**src/rtl/ysyx_22040931_lsu.sv**
```systemverilog
`default_nettype none
// ============================================================================
// Module : ysyx_22040931_lsu
// Load/store stage: aligned data-memory requests, sub-word load/store lane
// handling and a registered write-back result.
// Rev    : 1.0
// ============================================================================
module ysyx_22040931_lsu #(
    parameter int ADDR_W = 32
) (
    input  logic              clk,
    input  logic              rst_n,
    input  logic              in_valid,
    output logic              in_ready,
    input  logic              w_ena_i,
    input  logic [4:0]        w_addr_i,
    input  logic [63:0]       w_data_i,
    input  logic              mem_ena_i,
    input  logic              mem_wr_i,
    input  logic [2:0]        memrop_i,
    input  logic [2:0]        memwop_i,
    input  logic [ADDR_W-1:0] mem_addr_i,
    input  logic [63:0]       mem_data_i,
    input  logic [63:0]       pc_i,
    input  logic [31:0]       instr_i,
    output logic              dreq_valid,
    input  logic              dreq_ready,
    output logic [ADDR_W-1:0] dreq_addr,
    output logic              dreq_wen,
    output logic [63:0]       dreq_wdata,
    output logic [7:0]        dreq_wstrb,
    input  logic              drsp_valid,
    input  logic [63:0]       drsp_rdata,
    output logic              wb_valid,
    output logic              w_ena,
    output logic [4:0]        w_addr,
    output logic [63:0]       w_data,
    output logic [63:0]       pc_o,
    output logic [31:0]       instr_o,
    output logic              misalign
);

    typedef enum logic [1:0] {
        S_IDLE = 2'd0,
        S_REQ  = 2'd1,
        S_RESP = 2'd2
    } state_t;

    localparam logic [1:0] SZ_B = 2'd0;
    localparam logic [1:0] SZ_H = 2'd1;
    localparam logic [1:0] SZ_W = 2'd2;

    // Access size: 0 byte, 1 half, 2 word, 3 double (reserved codes -> double)
    function automatic logic [1:0] acc_size(input logic wr, input logic [2:0] rop,
                                            input logic [2:0] wop);
        logic [1:0] sz;
        sz = 2'd3;
        if (wr) begin
            case (wop)
                3'd0:    sz = SZ_B;
                3'd1:    sz = SZ_H;
                3'd2:    sz = SZ_W;
                default: sz = 2'd3;
            endcase
        end else begin
            case (rop)
                3'd0, 3'd4: sz = SZ_B;
                3'd1, 3'd5: sz = SZ_H;
                3'd2, 3'd6: sz = SZ_W;
                default:    sz = 2'd3;
            endcase
        end
        return sz;
    endfunction

    function automatic logic is_misaligned(input logic [1:0] sz, input logic [2:0] a);
        logic m;
        case (sz)
            SZ_B:    m = 1'b0;
            SZ_H:    m = a[0];
            SZ_W:    m = |a[1:0];
            default: m = |a[2:0];
        endcase
        return m;
    endfunction

    state_t state_q, state_d;

    logic              ex_w_ena_q;
    logic [4:0]        ex_w_addr_q;
    logic [63:0]       ex_w_data_q;
    logic              ex_mem_wr_q;
    logic [2:0]        ex_rop_q;
    logic [2:0]        ex_wop_q;
    logic [ADDR_W-1:0] ex_addr_q;
    logic [63:0]       ex_sdata_q;
    logic [63:0]       ex_pc_q;
    logic [31:0]       ex_instr_q;

    logic        wb_valid_q, wb_valid_d;
    logic        wb_ena_q, wb_ena_d;
    logic [4:0]  wb_addr_q, wb_addr_d;
    logic [63:0] wb_data_q, wb_data_d;
    logic [63:0] wb_pc_q, wb_pc_d;
    logic [31:0] wb_instr_q, wb_instr_d;
    logic        wb_mis_q, wb_mis_d;

    logic        w_accept;
    logic        w_in_mis;
    logic [1:0]  w_ex_size;
    logic [2:0]  w_k;
    logic [5:0]  w_shamt;
    logic [7:0]  w_strb;
    logic [63:0] w_lane_data;
    logic [63:0] w_rsh;
    logic [63:0] w_load_data;
    logic        w_req;

    assign in_ready  = (state_q == S_IDLE);
    assign w_accept  = in_valid && (state_q == S_IDLE);
    assign w_in_mis  = mem_ena_i &&
                       is_misaligned(acc_size(mem_wr_i, memrop_i, memwop_i), mem_addr_i[2:0]);
    assign w_ex_size = acc_size(ex_mem_wr_q, ex_rop_q, ex_wop_q);
    assign w_k       = ex_addr_q[2:0];
    assign w_shamt   = {w_k, 3'b000};
    assign w_rsh     = drsp_rdata >> w_shamt;
    assign w_req     = (state_q == S_REQ);

    always_comb begin
        w_strb      = 8'hFF;
        w_lane_data = ex_sdata_q;
        case (w_ex_size)
            SZ_B: begin
                w_strb      = 8'h01 << w_k;
                w_lane_data = {56'd0, ex_sdata_q[7:0]} << w_shamt;
            end
            SZ_H: begin
                w_strb      = 8'h03 << w_k;
                w_lane_data = {48'd0, ex_sdata_q[15:0]} << w_shamt;
            end
            SZ_W: begin
                w_strb      = 8'h0F << w_k;
                w_lane_data = {32'd0, ex_sdata_q[31:0]} << w_shamt;
            end
            default: begin
                w_strb      = 8'hFF;
                w_lane_data = ex_sdata_q;
            end
        endcase
    end

    always_comb begin
        w_load_data = w_rsh;
        case (ex_rop_q)
            3'd0:    w_load_data = {{56{w_rsh[7]}},  w_rsh[7:0]};
            3'd1:    w_load_data = {{48{w_rsh[15]}}, w_rsh[15:0]};
            3'd2:    w_load_data = {{32{w_rsh[31]}}, w_rsh[31:0]};
            3'd4:    w_load_data = {56'd0, w_rsh[7:0]};
            3'd5:    w_load_data = {48'd0, w_rsh[15:0]};
            3'd6:    w_load_data = {32'd0, w_rsh[31:0]};
            default: w_load_data = w_rsh;
        endcase
    end

    // Request fields come only from latched values so they stay stable in REQ
    assign dreq_valid = w_req;
    assign dreq_addr  = w_req ? {ex_addr_q[ADDR_W-1:3], 3'b000} : '0;
    assign dreq_wen   = w_req && ex_mem_wr_q;
    assign dreq_wstrb = (w_req && ex_mem_wr_q) ? w_strb : 8'h00;
    assign dreq_wdata = (w_req && ex_mem_wr_q) ? w_lane_data : 64'd0;

    always_comb begin
        state_d = state_q;
        case (state_q)
            S_IDLE:  if (w_accept && mem_ena_i && !w_in_mis) state_d = S_REQ;
            S_REQ:   if (dreq_ready) state_d = S_RESP;
            S_RESP:  if (drsp_valid) state_d = S_IDLE;
            default: state_d = S_IDLE;
        endcase
    end

    always_comb begin
        wb_valid_d = 1'b0;
        wb_ena_d   = wb_ena_q;
        wb_addr_d  = wb_addr_q;
        wb_data_d  = wb_data_q;
        wb_pc_d    = wb_pc_q;
        wb_instr_d = wb_instr_q;
        wb_mis_d   = wb_mis_q;
        if (w_accept && (!mem_ena_i || w_in_mis)) begin
            wb_valid_d = 1'b1;
            wb_ena_d   = w_ena_i && (w_addr_i != 5'd0) && !w_in_mis;
            wb_addr_d  = w_addr_i;
            wb_data_d  = w_data_i;
            wb_pc_d    = pc_i;
            wb_instr_d = instr_i;
            wb_mis_d   = w_in_mis;
        end else if ((state_q == S_RESP) && drsp_valid) begin
            wb_valid_d = 1'b1;
            wb_ena_d   = ex_w_ena_q && (ex_w_addr_q != 5'd0);
            wb_addr_d  = ex_w_addr_q;
            wb_data_d  = ex_mem_wr_q ? ex_w_data_q : w_load_data;
            wb_pc_d    = ex_pc_q;
            wb_instr_d = ex_instr_q;
            wb_mis_d   = 1'b0;
        end
    end

    always_ff @(posedge clk or negedge rst_n) begin
        if (!rst_n) begin
            state_q    <= S_IDLE;
            wb_valid_q <= 1'b0;
            wb_ena_q   <= 1'b0;
            wb_addr_q  <= 5'd0;
            wb_data_q  <= 64'd0;
            wb_pc_q    <= 64'd0;
            wb_instr_q <= 32'd0;
            wb_mis_q   <= 1'b0;
        end else begin
            state_q    <= state_d;
            wb_valid_q <= wb_valid_d;
            wb_ena_q   <= wb_ena_d;
            wb_addr_q  <= wb_addr_d;
            wb_data_q  <= wb_data_d;
            wb_pc_q    <= wb_pc_d;
            wb_instr_q <= wb_instr_d;
            wb_mis_q   <= wb_mis_d;
        end
    end

    always_ff @(posedge clk or negedge rst_n) begin
        if (!rst_n) begin
            ex_w_ena_q  <= 1'b0;
            ex_w_addr_q <= 5'd0;
            ex_w_data_q <= 64'd0;
            ex_mem_wr_q <= 1'b0;
            ex_rop_q    <= 3'd0;
            ex_wop_q    <= 3'd0;
            ex_addr_q   <= '0;
            ex_sdata_q  <= 64'd0;
            ex_pc_q     <= 64'd0;
            ex_instr_q  <= 32'd0;
        end else if (w_accept) begin
            ex_w_ena_q  <= w_ena_i;
            ex_w_addr_q <= w_addr_i;
            ex_w_data_q <= w_data_i;
            ex_mem_wr_q <= mem_wr_i;
            ex_rop_q    <= memrop_i;
            ex_wop_q    <= memwop_i;
            ex_addr_q   <= mem_addr_i;
            ex_sdata_q  <= mem_data_i;
            ex_pc_q     <= pc_i;
            ex_instr_q  <= instr_i;
        end
    end

    assign wb_valid = wb_valid_q;
    assign w_ena    = wb_ena_q;
    assign w_addr   = wb_addr_q;
    assign w_data   = wb_data_q;
    assign pc_o     = wb_pc_q;
    assign instr_o  = wb_instr_q;
    assign misalign = wb_mis_q;

endmodule
`default_nettype wire

```
**config.mk**
```make
export PLATFORM = sky130hd
export DESIGN_NAME = ysyx_22040931_lsu
export DESIGN_NICKNAME = d
export VERILOG_FILES = /design/src/rtl/ysyx_22040931_lsu.sv
export SDC_FILE = /design/constraint.sdc
export NUM_CORES = 1
export LEC_CHECK = 0
export ABC_AREA = 1
export CORE_AREA = 5 5 233 235
export DETAILED_ROUTE_END_ITERATION = 8
export DIE_AREA = 0 0 238 240
export PLACE_DENSITY = 0.74
export RECOVER_POWER = 25
export SLEW_MARGIN = 20
export SYNTH_ARGS = -nofsm -noshare
export SYNTH_HDL_FRONTEND = slang
export SYNTH_SLANG_ARGS = --single-unit
```
**constraint.sdc**
```tcl
create_clock -name clk -period 3.9 [get_ports clk]
set_clock_uncertainty 0.05 [all_clocks]
set_input_delay 0.39 -clock clk [delete_from_list [all_inputs] [get_ports clk]]
set_output_delay 0.39 -clock clk [all_outputs]
set_load 0.01 [all_outputs]
```
==> impl_results.md <==
- Fillers: 4889
- Layout cells sized above 1: 5.240%
- Slew Limit Fails: 101
- VDD IR-drop max: 388.2 uV
- Num CTS Buffers: 48
- Drt first pass iters: 6
- Post-Synthesis Cells: 3122
- CTS Buffer Depth: 3
- Initial Utilization: 43.72%
- RR Startpoint: ex_addr_q[0]$_DFFE_PN0P_
- Vias in the first global route: 22260
- Global route total overflow: 0
- First-pass GRT wire length: 139300 um
- Number of DRC markers in iteration 0: 2735
- Adder-cell share of the synthesized area: 0.2201%
- Mean Syn Cell Area: 7.285 sq um
- Slew headroom: -32.65%
- CP Launch Type: flip-flop
- Floorplan Core Area: 0.05202 sq mm
- Site Rows: 84
- CTS tree: built
- Commonest non-fill, non-tap cell in the layout: nand2_1
- Placed Area: 0.02914 sq mm
- IO buf count: 610
- Synthesis-to-layout area growth: 35.99%
- Min-Delay Endpoint: ex_sdata_q[31]$_DFFE_PN0P_
- Critical Path Sink Type: output pin
- Drt drc: 0
- Violated checks: max-capacitance violations, max-slew violations
- Routed Antenna Nets: 0
- Final net count: 3952
- Final Hold Viols: 0
- Max_cap viols: 2
- R2r endpoint: w_data[29]$_DFFE_PN0P_
- Worst Min Path Start: mem_data_i[31]
- Gr usage total: 31.46%
- Die Span X: 238 um
- Mux cell area share after synthesis: 0%
- Synth Area in Simple Gates: 33.32%
- Crit path required time: 3460 ps
- Worst Path Max Fanout: 9
- Reg clk slew, reported paths: 70 ps
- Area contributors post-synth: dfrtp_1, nand2_1, nand3_1
- # Post-CTS Setup Buffers: 0
- Vias: 23730
- Hold Path Depth: 3
- Fraction of registers with async set/reset: 100.0%
- Data arrival time of the critical path: 3450 ps
- Final period util: 99.74%
- H-tree levels: 2
- Commonest non-fill, non-tap cells in the layout: nand2_1, clkdlybuf4s50_1, dfrtp_1, nand3_1, o21ai_0
- RSZ-0062 raised after global routing: true
- Via-to-Cell Ratio: 5.439
- Clk root buf: clkbuf_16
- Tightest Pin Transition: 1990 ps
- Final worst setup slack: 10.23 ps
- Wirelength per Cell: 21.51 um
- Fmax: 257.1 MHz
- Placement Setup Slack: 391.7 ps
- Synth top area share: 48.30%
- Register bit total from synthesis: 439
- Largest net degree at the start of global routing: 210
- Outcome: finished, violations left
- Top_reg_cell synth: dfrtp_1
- Detailed placement HPWL: 65450 um
- Post-synth EDFFs: 0
- Library cells used by synthesis: 38
- Complex-gate fraction of the synthesized area: 10.10%
- Critical setup path kind: flip-flop to output pin
- Post-synthesis cell area: 0.02274 sq mm
- Reg2reg setup slack: 540 ps
- Largest family of logic cells by synthesized area: simple AND/OR/NAND/NOR gates
- Final setup fails: 0
- DRT Wirelength: 93830 um
- Synth Warn #: 0
- Reg2reg path depth: 10
- I/O pin count: 614
- Finished Core Util: 59.45%
- HP Class: primary input to flip-flop
- Post-synth top area cell: dfrtp_1
- Clk sink count: 439
- Post-route cell area: 0.03093 sq mm
- Gp weighted congestion: 0.9824
- Power Density: 546.2 mW/mm^2
- Min cycle time layout: 3890 ps
- Die area: 0.05712 sq mm
- Leak pwr: 14.55 nW
- XOR/XNOR Fraction of Synth Area: 0%
- Die Y: 240 um
- Initial antenna violation count: 34
- Seq/Total Area, Yosys: 48.30%
- Clock Latency Late Sink: 600 ps
==> sequential cells by signal (all words and copies together), names as in the netlist <==
signal,flops
w_ena,1
ex_wop_q,3
instr_o,32
state_q,2
ex_w_addr_q,5
ex_mem_wr_q,1
ex_w_ena_q,1
ex_pc_q,64
w_addr,5
w_data,64
misalign,1
ex_addr_q,32
ex_rop_q,3
wb_valid,1
pc_o,64
ex_w_data_q,64
ex_sdata_q,64
ex_instr_q,32
==> area by class of cell <==
| class | instances | area (sq um) | share of cell area (%) |
|---|---|---|---|
| Multi-Input combinational cell | 2280 | 10080 | 32.61 |
| Inverter | 179 | 684.4 | 2.213 |
| Clock inverter | 15 | 224.0 | 0.7242 |
| Timing Repair Buffer | 661 | 6591 | 21.31 |
| Clock buffer | 71 | 1419 | 4.588 |
| Antenna cell | 29 | 72.57 | 0.2346 |
| Sequential cell | 439 | 10990 | 35.54 |
| Tap cell | 688 | 860.8 | 2.783 |
==> logic make-up after synthesis <==
| logic type | count (synthesis) |
|---|---|
| AND/OR/NAND/NOR | 1830 |
| other | 1 |
| flip-flops | 439 |
| adder cells (fa/ha/maj) | 4 |
| buffers and inverters | 406 |
| AO/OA/AOI/OAI | 442 |
==> power breakdown <==
group / total, W / switching [W] / internal [W]
clock: 0.00476 / 0.00197 / 0.00279
sequential: 0.00623 / 0.000647 / 0.00558
combinational: 0.00590 / 0.00359 / 0.00231
total: 0.0169 / 0.00620 / 0.0107
==> worst max-delay path, cell delays in order, from the launching register on <==
cell	delay (ps)
dfrtp_2	390
inv_2	50
or2_2	300
o21ai_2	160
inv_1	100
ha_1	330
inv_2	110
nand2_4	120
o21ai_2	260
nand2_1	70
o21ai_0	110
nand2_1	80
a21oi_1	200
clkdlybuf4s50_1	570
==> worst max path at each step <==
stage	from	end	slack, ps	cells past startpoint
floorplan	ex_mem_wr_q$_DFFE_PN0P_	dreq_wdata[46]	1060	15
global placement	ex_mem_wr_q$_DFFE_PN0P_	dreq_wdata[42]	450	13
detailed placement	ex_mem_wr_q$_DFFE_PN0P_	dreq_wdata[41]	390	13
CTS	ex_mem_wr_q$_DFFE_PN0P_	dreq_wdata[48]	5	13
global route	ex_mem_wr_q$_DFFE_PN0P_	dreq_wdata[51]	-70	13
finish	ex_mem_wr_q$_DFFE_PN0P_	dreq_wdata[48]	10	13
==> synth_stat cells, types with 2 or more instances <==
cell type,number
or2_1,4
o21ai_1,80
ha_1,4
inv_2,19
clkbuf_1,92
nor2_1,141
nand4_1,38
nand2_2,6
buf_2,85
inv_1,158
o22ai_1,11
a31oi_1,20
o21ai_0,199
nor3_1,2
nand3b_1,2
buf_6,14
nand2_4,2
nor2_4,5
a21oi_1,115
nand3_1,403
buf_4,21
nand2_1,1222
nor2_2,3
o211ai_1,11
dfrtp_1,439
buf_1,14
==> per-layer routing <==
metal / global-route usage [%] / part of all wire (%) / vias to the layer above
met4: 12.57 / 4.0 / 12
met1: 42.15 / 40 / 11290
li1: - / - / 11070
met2: 49.33 / 47 / 1155
met3: 8.041 / 9.6 / 203
met5: 0 / 0.083 / -
==> stage by stage <==
step	std cells	power [W]	hold WS, ps	setup TNS, ps
after floorplan	3124	0.009184	44.41	0
final	4362	0.01689	258.8	0
after global placement	4245	0.01199	408.7	0
after detailed placement	4245	0.01204	414.4	0
after global routing	4357	0.01777	266.4	-672.6
after CTS	4332	0.01690	237.7	0
==> what timing repair did <==
action	4_1_cts	5_1_grt
hold buffers	1	0
pin swaps	1	1
setup endpoints to repair	47	44
resized for setup	18	21
gates cloned	0	1
hold endpoints to repair	97	0
(Power assumes the default switching activity.)
